File: src/rtl/imem_fetch_ctrl.sv
// Instruction-fetch sequencer: owns the fetch PC, reads imem and buffers {pc, word} in a prefetch FIFO for decode.
// Define IMEM_FETCH_BOUND_CHECK_EN to stop fetching after the last imem word (HALT state, halted output).
module imem_fetch_ctrl #(
    parameter int N         = 32,
    parameter int PC_W      = 64,
    parameter int DEPTH     = 4,
    parameter int ROM_WORDS = 128
) (
    input  logic                         clk,
    input  logic                         reset,
    input  logic                         fetch_en,
    input  logic                         redirect,
    input  logic [PC_W-1:0]              redirect_pc,
    output logic [$clog2(ROM_WORDS)-1:0] imem_addr,
    output logic                         imem_enable,
    input  logic [N-1:0]                 imem_q,
    output logic                         if_valid,
    input  logic                         if_ready,
    output logic [N-1:0]                 if_instr,
    output logic [PC_W-1:0]              if_pc,
    output logic                         halted,
    output logic [$clog2(DEPTH):0]       count
);
    localparam int AW = $clog2(ROM_WORDS);
    localparam int PW = $clog2(DEPTH);

`ifdef IMEM_FETCH_BOUND_CHECK_EN
    typedef enum logic [1:0] {IDLE, FETCH, HALT} state_t;
`else
    typedef enum logic [1:0] {IDLE, FETCH} state_t;
`endif

    state_t          state, state_nxt;
    logic [PC_W-1:0] pc;
    logic [PW-1:0]   rd_ptr, wr_ptr;
    logic [N-1:0]    mem_instr [DEPTH];
    logic [PC_W-1:0] mem_pc    [DEPTH];
    logic            push, pop;

    assign imem_enable = (state == FETCH);
    assign imem_addr   = pc[AW+1:2];
    assign if_valid    = (count != '0);
    assign if_instr    = mem_instr[rd_ptr];
    assign if_pc       = mem_pc[rd_ptr];

    // A full FIFO still accepts a word when the head leaves in the same cycle.
    assign pop  = if_valid && if_ready;
    assign push = (state == FETCH) && ((count < (PW+1)'(DEPTH)) || pop);

`ifdef IMEM_FETCH_BOUND_CHECK_EN
    logic at_bound;
    assign at_bound = (pc[PC_W-1:2] == (PC_W-2)'(ROM_WORDS - 1));
`endif

    always_comb begin
        state_nxt = state;
        if (redirect) begin
            state_nxt = fetch_en ? FETCH : IDLE;
        end else begin
            case (state)
                IDLE: if (fetch_en) state_nxt = FETCH;
                FETCH: begin
                    if (!fetch_en) state_nxt = IDLE;
`ifdef IMEM_FETCH_BOUND_CHECK_EN
                    if (push && at_bound) state_nxt = HALT;
`endif
                end
                default: state_nxt = state;
            endcase
        end
    end

    // Redirect flushes everything in flight; push/pop of that cycle are dropped.
    always_ff @(posedge clk or negedge reset) begin
        if (!reset) begin
            state  <= IDLE;
            pc     <= '0;
            rd_ptr <= '0;
            wr_ptr <= '0;
            count  <= '0;
            for (int i = 0; i < DEPTH; i++) begin
                mem_instr[i] <= '0;
                mem_pc[i]    <= '0;
            end
        end else begin
            state <= state_nxt;
            if (redirect) begin
                pc     <= redirect_pc & ~PC_W'(3);
                rd_ptr <= '0;
                wr_ptr <= '0;
                count  <= '0;
            end else begin
                if (push) begin
                    mem_pc[wr_ptr]    <= pc;
                    mem_instr[wr_ptr] <= imem_q;
                    wr_ptr            <= wr_ptr + PW'(1);
                    pc                <= pc + PC_W'(4);
                end
                if (pop) rd_ptr <= rd_ptr + PW'(1);
                if (push && !pop)      count <= count + (PW+1)'(1);
                else if (pop && !push) count <= count - (PW+1)'(1);
            end
        end
    end

`ifdef IMEM_FETCH_BOUND_CHECK_EN
    always_ff @(posedge clk or negedge reset) begin
        if (!reset) halted <= 1'b0;
        else        halted <= (state_nxt == HALT);
    end
`else
    assign halted = 1'b0;
`endif

endmodule

File: config.mk
export PLATFORM = sky130hd
export DESIGN_NAME = imem_fetch_ctrl
export DESIGN_NICKNAME = d
export VERILOG_FILES = /design/src/rtl/imem_fetch_ctrl.sv
export SDC_FILE = /design/constraint.sdc
export NUM_CORES = 1
export LEC_CHECK = 0
export ABC_AREA = 1
export CAP_MARGIN = 0
export CELL_PAD_IN_SITES_DETAIL_PLACEMENT = 0
export CELL_PAD_IN_SITES_GLOBAL_PLACEMENT = 1
export CORE_MARGIN = 5
export CORE_UTILIZATION = 43
export CTS_CLUSTER_SIZE = 28
export DETAILED_ROUTE_END_ITERATION = 10
export PLACE_DENSITY_LB_ADDON = 0.1
export SLEW_MARGIN = 20
export SYNTH_ARGS = -nofsm -noshare
export SYNTH_HDL_FRONTEND = slang
export SYNTH_SLANG_ARGS = --single-unit
File: constraint.sdc
create_clock -name clk -period 1.9 [get_ports clk]
set_input_delay 0.285 -clock clk [delete_from_list [all_inputs] [get_ports clk]]
set_output_delay 0.285 -clock clk [all_outputs]
set_load 0.01 [all_outputs]
; ---- After elaboration in Yosys (flattened, before gate mapping)
; Index checks and enable logic that the tools add are counted.
[op_classes]
eq_ne = 3
n_mux = 26
n_reduce_logical = 16
n_bitwise = 3
order_cmp = 4
n_addsub = 5
[op_table]
columns = cell, count
row1 = $mux 64, 5
row2 = $bwmux 256, 1
row3 = $bmux 64 s2, 1
row4 = $bwmux 128, 1
row5 = $demux 64 s2, 1
row6 = $mux 32, 3
row7 = $add 64x3->64 const B, 1
row8 = $bmux 32 s2, 1
row9 = $demux 32 s2, 1
row10 = $mux 2, 7
row11 = $mux 3, 3
row12 = $reduce_bool 3->1, 3
row13 = $ge 3x3->1 const B, 2
row14 = $ne 3x3->1 const B, 2
row15 = $not 2->3, 2
row16 = $logic_and 1x1->1, 5
row17 = $add 2x1->2 const B, 2
row18 = $pmux 2 s2, 1
row19 = $reduce_bool 2->1, 2
row20 = $add 3x1->3 const B, 1
row21 = $lt 3x1->1 const B, 1
row22 = $lt 3x3->1 const B, 1
row23 = $reduce_and 3->1, 1
row24 = $sub 3x1->3 const B, 1
row25 = other kinds (7), 8
[word_totals]
regBits = 457
word_cells = 70
output_inout_bits = 109

; ---- Depth between registers and ports, before layout
[logic_depth]
depth_word = 9
mapped_depth = 11

; ---- Worst setup path before layout
; No wires, ideal clock.
[synth_timing]
path_type = reg-to-output
startpoint = reg rd_ptr[0]
endpoint = out if_pc[54]
arrival_ps = 1372
stages_incl_launch_ff = 7
setup_slack_ps = 243
required_time_ps = 1615
n_path_buf = 3
path_cell_list = dfrtp_1 buf_4 clkinv_1 clkbuf_1 clkbuf_1 o21ai_0 o22ai_1
[synth_via]
elab_chain_len = 4
[synth_rtl]
columns = element, line_no
row1 = from (decl), 35  ; logic [PW-1:0] rd_ptr, wr_ptr;
row2 = from (signal assigned), 99  ; if (pop) rd_ptr <= rd_ptr + PW'(1);
row3 = $not 2->3 (not written as such), 44  ; assign if_pc = mem_pc[rd_ptr];
row4 = $bmux 64 s2, 44
row5 = $mux 64 (not written as such) (2 in a row), 44
row6 = to (decl), 20  ; output logic [PC_W-1:0] if_pc,
; No other way between the ends. The select of a mux whose other input is x is not followed.

; ---- Final worst setup path
[layout_timing]
startpoint = reg rd_ptr[0]
endpoint = out if_pc[29]
; The elaborated chain is that of the path after synthesis.

==> results.md <==
- Status: finished with violations
- Failing checks: negative setup slack
- Initial antenna violation count: 2
- Layout Cells excl Fill: roughly 3600
- DR WL/cell: between 15 and 20 µm
- Largest net degree at the start of global routing: 77
- Synth Instances: 2598
- CTS root buffer: clkbuf_16
- Yosys warns: 0
- Final setup viols: between 90 and 100
- Final worst setup slack: -0.4672 ns
- I/O pins: 210
- Die Wd: approximately 230 µm
- Placer Congestion: between 0.9 and 1
- Min Tclk post-route: ~2.4 ns
- Vias per Instance: 5.353
- Initial DRC count: approximately 1600
- Worst Skew: roughly 0.013 ns
- Final hold vios: 0
- Commonest non-fill, non-tap cell in the layout: nand2_1
- Nets: 2970
- Crit end category: output port
- Clock transition at path regs: approximately 0.060 ns
- Core Region: 0.04895 mm²
- Area growth from synthesis to final layout: 31.19%
- Pwr per Cell Area: 1387 mW/mm²
- Relative slew slack: around 65%
- CTS H-tree lvls: 2
- Synth area leaders: dfrtp_1, nand2_1, o21ai_0, nor2_1, o21ai_1
- Utilization after layout: 56.94%
- Tcrit/Tclk final: 124.6%
- Seq cells post-synth: around 450
- Max-slew violation count: 0
- Post-DP HPWL: 44.80 mm
- Crit start category: flop
- Required @ worst endpoint: 1.62 ns
- Leakage: about 13 nW
- Clock sinks: 446
- Share of the synthesized area in the top cell type: around 53%
- Max IR drop VDD: 0.7295 mV
- Die H: roughly 230 µm
- Slowest stage delay, CP: approximately 0.56 ns
- Worst Tran Pin Value: between 0.5 and 0.6 ns
- Max cap viols: 0
- CTS tree: done
- Syn_area_per_cell: roughly 8.2 µm²
- DIE AREA: ~0.054 mm²
- WS Path Type: reg -> out
- Peak Freq: between 0.4 and 0.5 GHz
- Maximum clock insertion buffer count: 3
- Seq/Total Area, Yosys: between 50 and 60%
- Detailed Route WL: 70.84 mm
- Crit path DAT: 2.08 ns
- Final ANT Viol Nets: 0
- Tot Pwr: roughly 0.039 W
- Clock Latency Late Sink: a little under 0.6 ns
- Critical-path top delay cell: dfrtp_4
- Initial cell density of the core: between 40% and 50%
- RSZ-0062 raised after global routing: true
- Most frequent cells in the layout: nand2_1, dfrtp_1, o21ai_0, nor2_1, o21ai_1
- Dpl cells: about 3400
- Vias: between 15000 and 20000
- Site Rows: 81
- Yosys cell types: 38
- Filler cells: roughly 4400
- Cell taking the most area after synthesis: dfrtp_1
- CTS Buf Count: 51
- Vias in the first global route: roughly 19000
- Buffers on Ports: around 200
- DRC violations left: 0
- Crit-path cells: buf_4, buf_16, o21ai_0, o22ai_2, buf_2
- Drt first pass iters: 5
- GR Overflow Total: 0
- Share of layout cells above drive strength 1: between 15 and 20%
- Crit path max fanout: 33
- First-pass GRT wire length: between 100 and 150 mm
- Synth Cell Area: 0.02125 mm²
- HP Class: in -> reg
- Global Route Usage Sum: between 20% and 30%
==> worst max-delay path: cells and delay by family (launching register included) <==
family	cells	cell delay [ns]
AO/OA/AOI/OAI	2	0.40
buffers and inverters	3	0.48
flip-flops	1	0.56
==> metal layers <==
metal | vias to the layer above | wire, µm | global-route usage, %
met5 | - | 0 | 0
met4 | 0 | 1662 | 6.924
met3 | 102 | 4203 | 3.094
met2 | 586 | 33680 | 41.93
met1 | 9287 | 31300 | 36.50
li1 | 9134 | - | -
==> power breakdown <==
part	internal [W]	total (W)	switching, W
Sequential	0.0127	0.0149	0.00214
Combinational	0.00595	0.0133	0.00737
Clock	0.00638	0.0105	0.00409
==> worst paths after layout <==
check,from,to,slack (ns),cells after the start
min reg2reg,mem_instr[73],mem_instr[73],0.48,2
max in group asynchronous,reset,mem_pc[69],0.92,4
max,rd_ptr[0],if_pc[29],-0.47,5
max reg2reg,pc[2],pc[46],0.12,10
min,fetch_en,state[0],0.16,1
min in group asynchronous,reset,mem_instr[58],0.17,2
==> flip-flops by register name, indices dropped and copies added, names as in the netlist <==
signal     flops
count          3
mem_instr    128
mem_pc       248
pc            62
rd_ptr         2
state          1
wr_ptr         2
==> timing repair <==
| item | 4_1_cts | 5_1_grt |
|---|---|---|
| hold endpoints to repair | 118 | 0 |
| hold buffers | 1 | 0 |
| resized for setup | 593 | 214 |
| setup buffers | 36 | 9 |
| gates cloned | 18 | 5 |
| pin swaps | 48 | 56 |
| endpoints found under the setup margin | 105 | 125 |
==> Yosys cell counts <==
| library cell | n |
|---|---|
| nand2_1 | 669 |
| o21ai_0 | 458 |
| dfrtp_1 | 446 |
| nor2_1 | 304 |
| o21ai_1 | 151 |
| inv_1 | 128 |
| o22ai_1 | 96 |
| clkbuf_1 | 83 |
| nand3_1 | 52 |
| buf_6 | 40 |
| xor2_1 | 30 |
| buf_2 | 26 |
| buf_4 | 21 |
| o211ai_1 | 13 |
| nand4_1 | 10 |
| a21oi_1 | 8 |
| o21bai_1 | 8 |
| nor2_4 | 7 |
| o221ai_1 | 6 |
| ha_1 | 5 |
| inv_2 | 5 |
| nand2_2 | 5 |
| nand2_4 | 5 |
| nor2_2 | 5 |
| and2_1 | 2 |
| nand3b_1 | 2 |
| xnor2_1 | 2 |
| a21boi_4 | 1 |
| a22oi_1 | 1 |
| a31oi_1 | 1 |
| buf_1 | 1 |
| clkinv_1 | 1 |
| clkinv_4 | 1 |
| conb_1 | 1 |
| fa_1 | 1 |
| nand3_2 | 1 |
| nor3_1 | 1 |
| o21a_1 | 1 |
==> cells by family (layout without fill, tap and decap cells) <==
logic type                 count (synthesis)  after routing  synth area share (%)
and+or+nand+nor                         1063           1063                 19.84
other                                      1              4               0.01765
DFF                                      446            446                 52.53
buffers and inverters                    306            611                 7.367
xor gates and xnor gates                  32             32                 1.319
adders and majority gates                  6              6                0.3887
AOI/OAI and AO/OA                        744            744                 18.54
==> layout make-up <==
type	instances	area, µm²	share of cell area [%]
Antenna cell	1	2.502	0.008978
Clock buffer	75	1526	5.476
Inverter	135	521.8	1.872
Clock inverter	20	271.5	0.9741
Multi-Input combinational cell	1848	9415	33.78
Sequential cell	446	11170	40.06
Timing Repair Buffer	381	4139	14.85
Tap cell	664	830.8	2.981
==> stage by stage <==
stage          setup TNS, ns  instance area, µm²  setup slack, ns  hold WS (ns)
2_1_floorplan              0               21250           0.2431      -0.01059
6_report              -35.20               27870          -0.4672        0.1630
3_3_place_gp          -22.26               24690          -0.2396        0.1796
4_1_cts               -45.84               27370          -0.6324        0.1185
3_5_place_dp          -27.14               24690          -0.2602        0.1856
5_1_grt               -42.16               27870          -0.5203        0.1317
(Power assumes the default switching activity.)
==> patch, RTL diff (config.mk and constraints unchanged) <==
The option `IMEM_FETCH_BOUND_CHECK_EN` is turned on by a define.
--- a/src/rtl/imem_fetch_ctrl.sv
+++ b/src/rtl/imem_fetch_ctrl.sv
@@ -2,2 +2,4 @@
 // Define IMEM_FETCH_BOUND_CHECK_EN to stop fetching after the last imem word (HALT state, halted output).
+`define IMEM_FETCH_BOUND_CHECK_EN
+
 module imem_fetch_ctrl #(
Function: changed (a bounded check fails within 4 cycles, from zero or initial values and one cycle with reset low).
==> patch against the unedited design <==
  * The run still ends with setup timing left
  * Sequential cell count rose by 2
  * Hold slack improved by 57 ps
  * Worst setup slack improved by 7.6 ps
  * Via count rose by 5.3%
  * Global-route usage rose by 0.91 points
  * Area after synthesis rose by 0.38%
  * Critical path depth rose by 2
  * Sequential power rose by 5%
  * Power rose by 5.7%
  * Routed wire length rose by 6.4%
  * Non-clock buffer count rose by 77
  * Design area rose by 4.1%
  * Critical endpoint is now if_pc[53]
  * Largest power group unchanged
  * Highest routed layer is now met5
==> patch: results (changes against the unedited design) <==
Cell leakage power = 13.4 nW (+5.2%)
Initial antenna violation count = 1 (-1)
H-tree levels = 2 (unchanged)
Clock Latency Late Sink = 590 ps (about the same)
VDD IR-drop max = 0.875 mV (+20%)
Largest net degree at the start of global routing = 71 (-7.8%)
Largest registers = mem_pc (248), mem_instr (128), pc (62)
Met1 GRT Util = 0.365 (about the same)
Yosys cell types = 37 (-2.6%)
Post-DP Area = 25500 um^2 (+3.1%)
Status = finished, violations left
Worst EP arrival = 2070 ps
GRT Residual Overflow = 0 (unchanged)
Via count = 20.1k (+5.3%)
Cell family with most CP delay = buffers and inverters
Hold WC Path Type = input pin to async pin
Met2 Track Usage GR = 0.438 (+0.0192)
Post-synth ARST share = 1.00 (unchanged)
Met3 Use GR = 0.0379 (+0.00701)
Worst-Margin Slew = 684 ps (+152 ps)
GPL Wtd Cong = 0.968 (+4.4%)
Slowest stage delay, CP = 530 ps (-30 ps)
Gr usage total = 0.266 (+0.00907)
Setup WS post-layout = -460 ps (+7.58 ps)
Layout cell share with drive strength beyond 1 = 0.201 (+0.00534)
Routed wire length = 75.4 mm (+6.4%)
Inst Count DP = 3613 (+5.6%)
DRT iter0 DRCs = 1575 (+1.1%)
Failing checks = setup timing
WL met2 = 36.1 mm (+7.3%)
Dpl hpwl = 48.9 mm (+9.2%)
Cells after Synth = 2722 (+4.8%)
TritonRoute pass-1 iters = 6 (+1)
Vias in the first global route = 19.6k (+4.5%)
Worst-path clk slew = 60 ps (about the same)
Met3 WL post-DR = 3.97 mm (-5.5%)
Critical Path Slowest Stage Cell = dfrtp_4
CTS max path bufs = 3 (unchanged)
Nets = 3170 (+6.7%)
IO Port Bufs = 205 (+0.49%)
Fin Setup TNS = -35090 ps (+113 ps)
Metal-1 WL = 33.0 mm (+5.4%)
Setup violators final = 94 (unchanged)
Total CTS buffers = 50 (-2.0%)
Clk_skew = 20.6 ps (+8.00 ps)
Count leader, synth = nand2_1
ANT cells = 0 (-1)
Top cells by count, synth = nand2_1 (753), o21ai_0 (522), dfrtp_1 (448), nor2_1 (367), inv_1 (135)
Routed vias/inst = 5.34 (-0.20%)
Top_reg_cell synth = dfrtp_1
Synth area leaders = dfrtp_1 (53%), nand2_1 (13%), o21ai_0 (12%)
First-pass GRT wire length = 113 mm (+3.1%)
Dpl ws = -268 ps (-7.42 ps)
Seq/Total Area, Yosys = 0.526 (about the same)
CP Max Fanout = 8 (-76%)
Root buffer cell = clkbuf_16
Synth warn = 0 (unchanged)
Top routing layer used = met5
patch: cell types whose count changed after synthesis, moves of 5 or more:
| cell | change |
|---|---|
| nand2_1 | +84 |
| nand4_1 | +7 |
| xor2_1 | -8 |
| clkbuf_1 | +8 |
| inv_1 | +7 |
| o21ai_1 | -61 |
| nor2_4 | -6 |
| buf_6 | -37 |
| nor2_1 | +63 |
| nor2_2 | -5 |
| buf_2 | +31 |
| o21ai_0 | +64 |
patch: power by group:
part	internal (mW)	switching [mW]
Combinational	6.44	7.83
Sequential	13.2	2.40
Clock	6.94	4.05
Total	26.6	14.3
patch: cells by family (layout without fill, tap and decap cells):
group	count (synthesis)	count (layout)	synth area share
flip-flops	448	448	0.526
AND/OR/NAND/NOR	1201	1201	0.218
AO/OA/AOI/OAI	734	734	0.181
buffers and inverters	309	688	0.0619
other	1	2	0.000176
adder cells (fa/ha/maj)	6	6	0.00387
XOR/XNOR	23	23	0.00944
patch: final timing paths:
check | start | to | slack [ps] | cells after the start
max | rd_ptr[0] | if_pc[53] | -460 | 7
min | reset | mem_pc[131] | 220 | 2
max reg2reg | pc[3] | pc[22] | 110 | 11
min reg2reg | mem_instr[71] | mem_instr[71] | 480 | 2
max in group asynchronous | reset | mem_pc[243] | 920 | 3
min in group clk | redirect | rd_ptr[1] | 270 | 5
patch: what timing repair did:
action / CTS / global route
hold buffers: 1 / 0
resized for setup: 528 / 241
endpoints found under the hold margin: 111 / 0
buffers inserted: 19 / 16
endpoints found under the setup margin: 106 / 127
cloned: 11 / 16
pin swaps: 40 / 63
patch: final cells by class:
class / count / area, um^2
flip-flops and latches: 448 / 11200
well taps: 664 / 831
multi-input cells: 1966 / 9680
fillers: 4574 / 20000
clock buffers: 65 / 1440
repair buffers: 458 / 4870
inverters: 139 / 542
clock inverters: 26 / 437
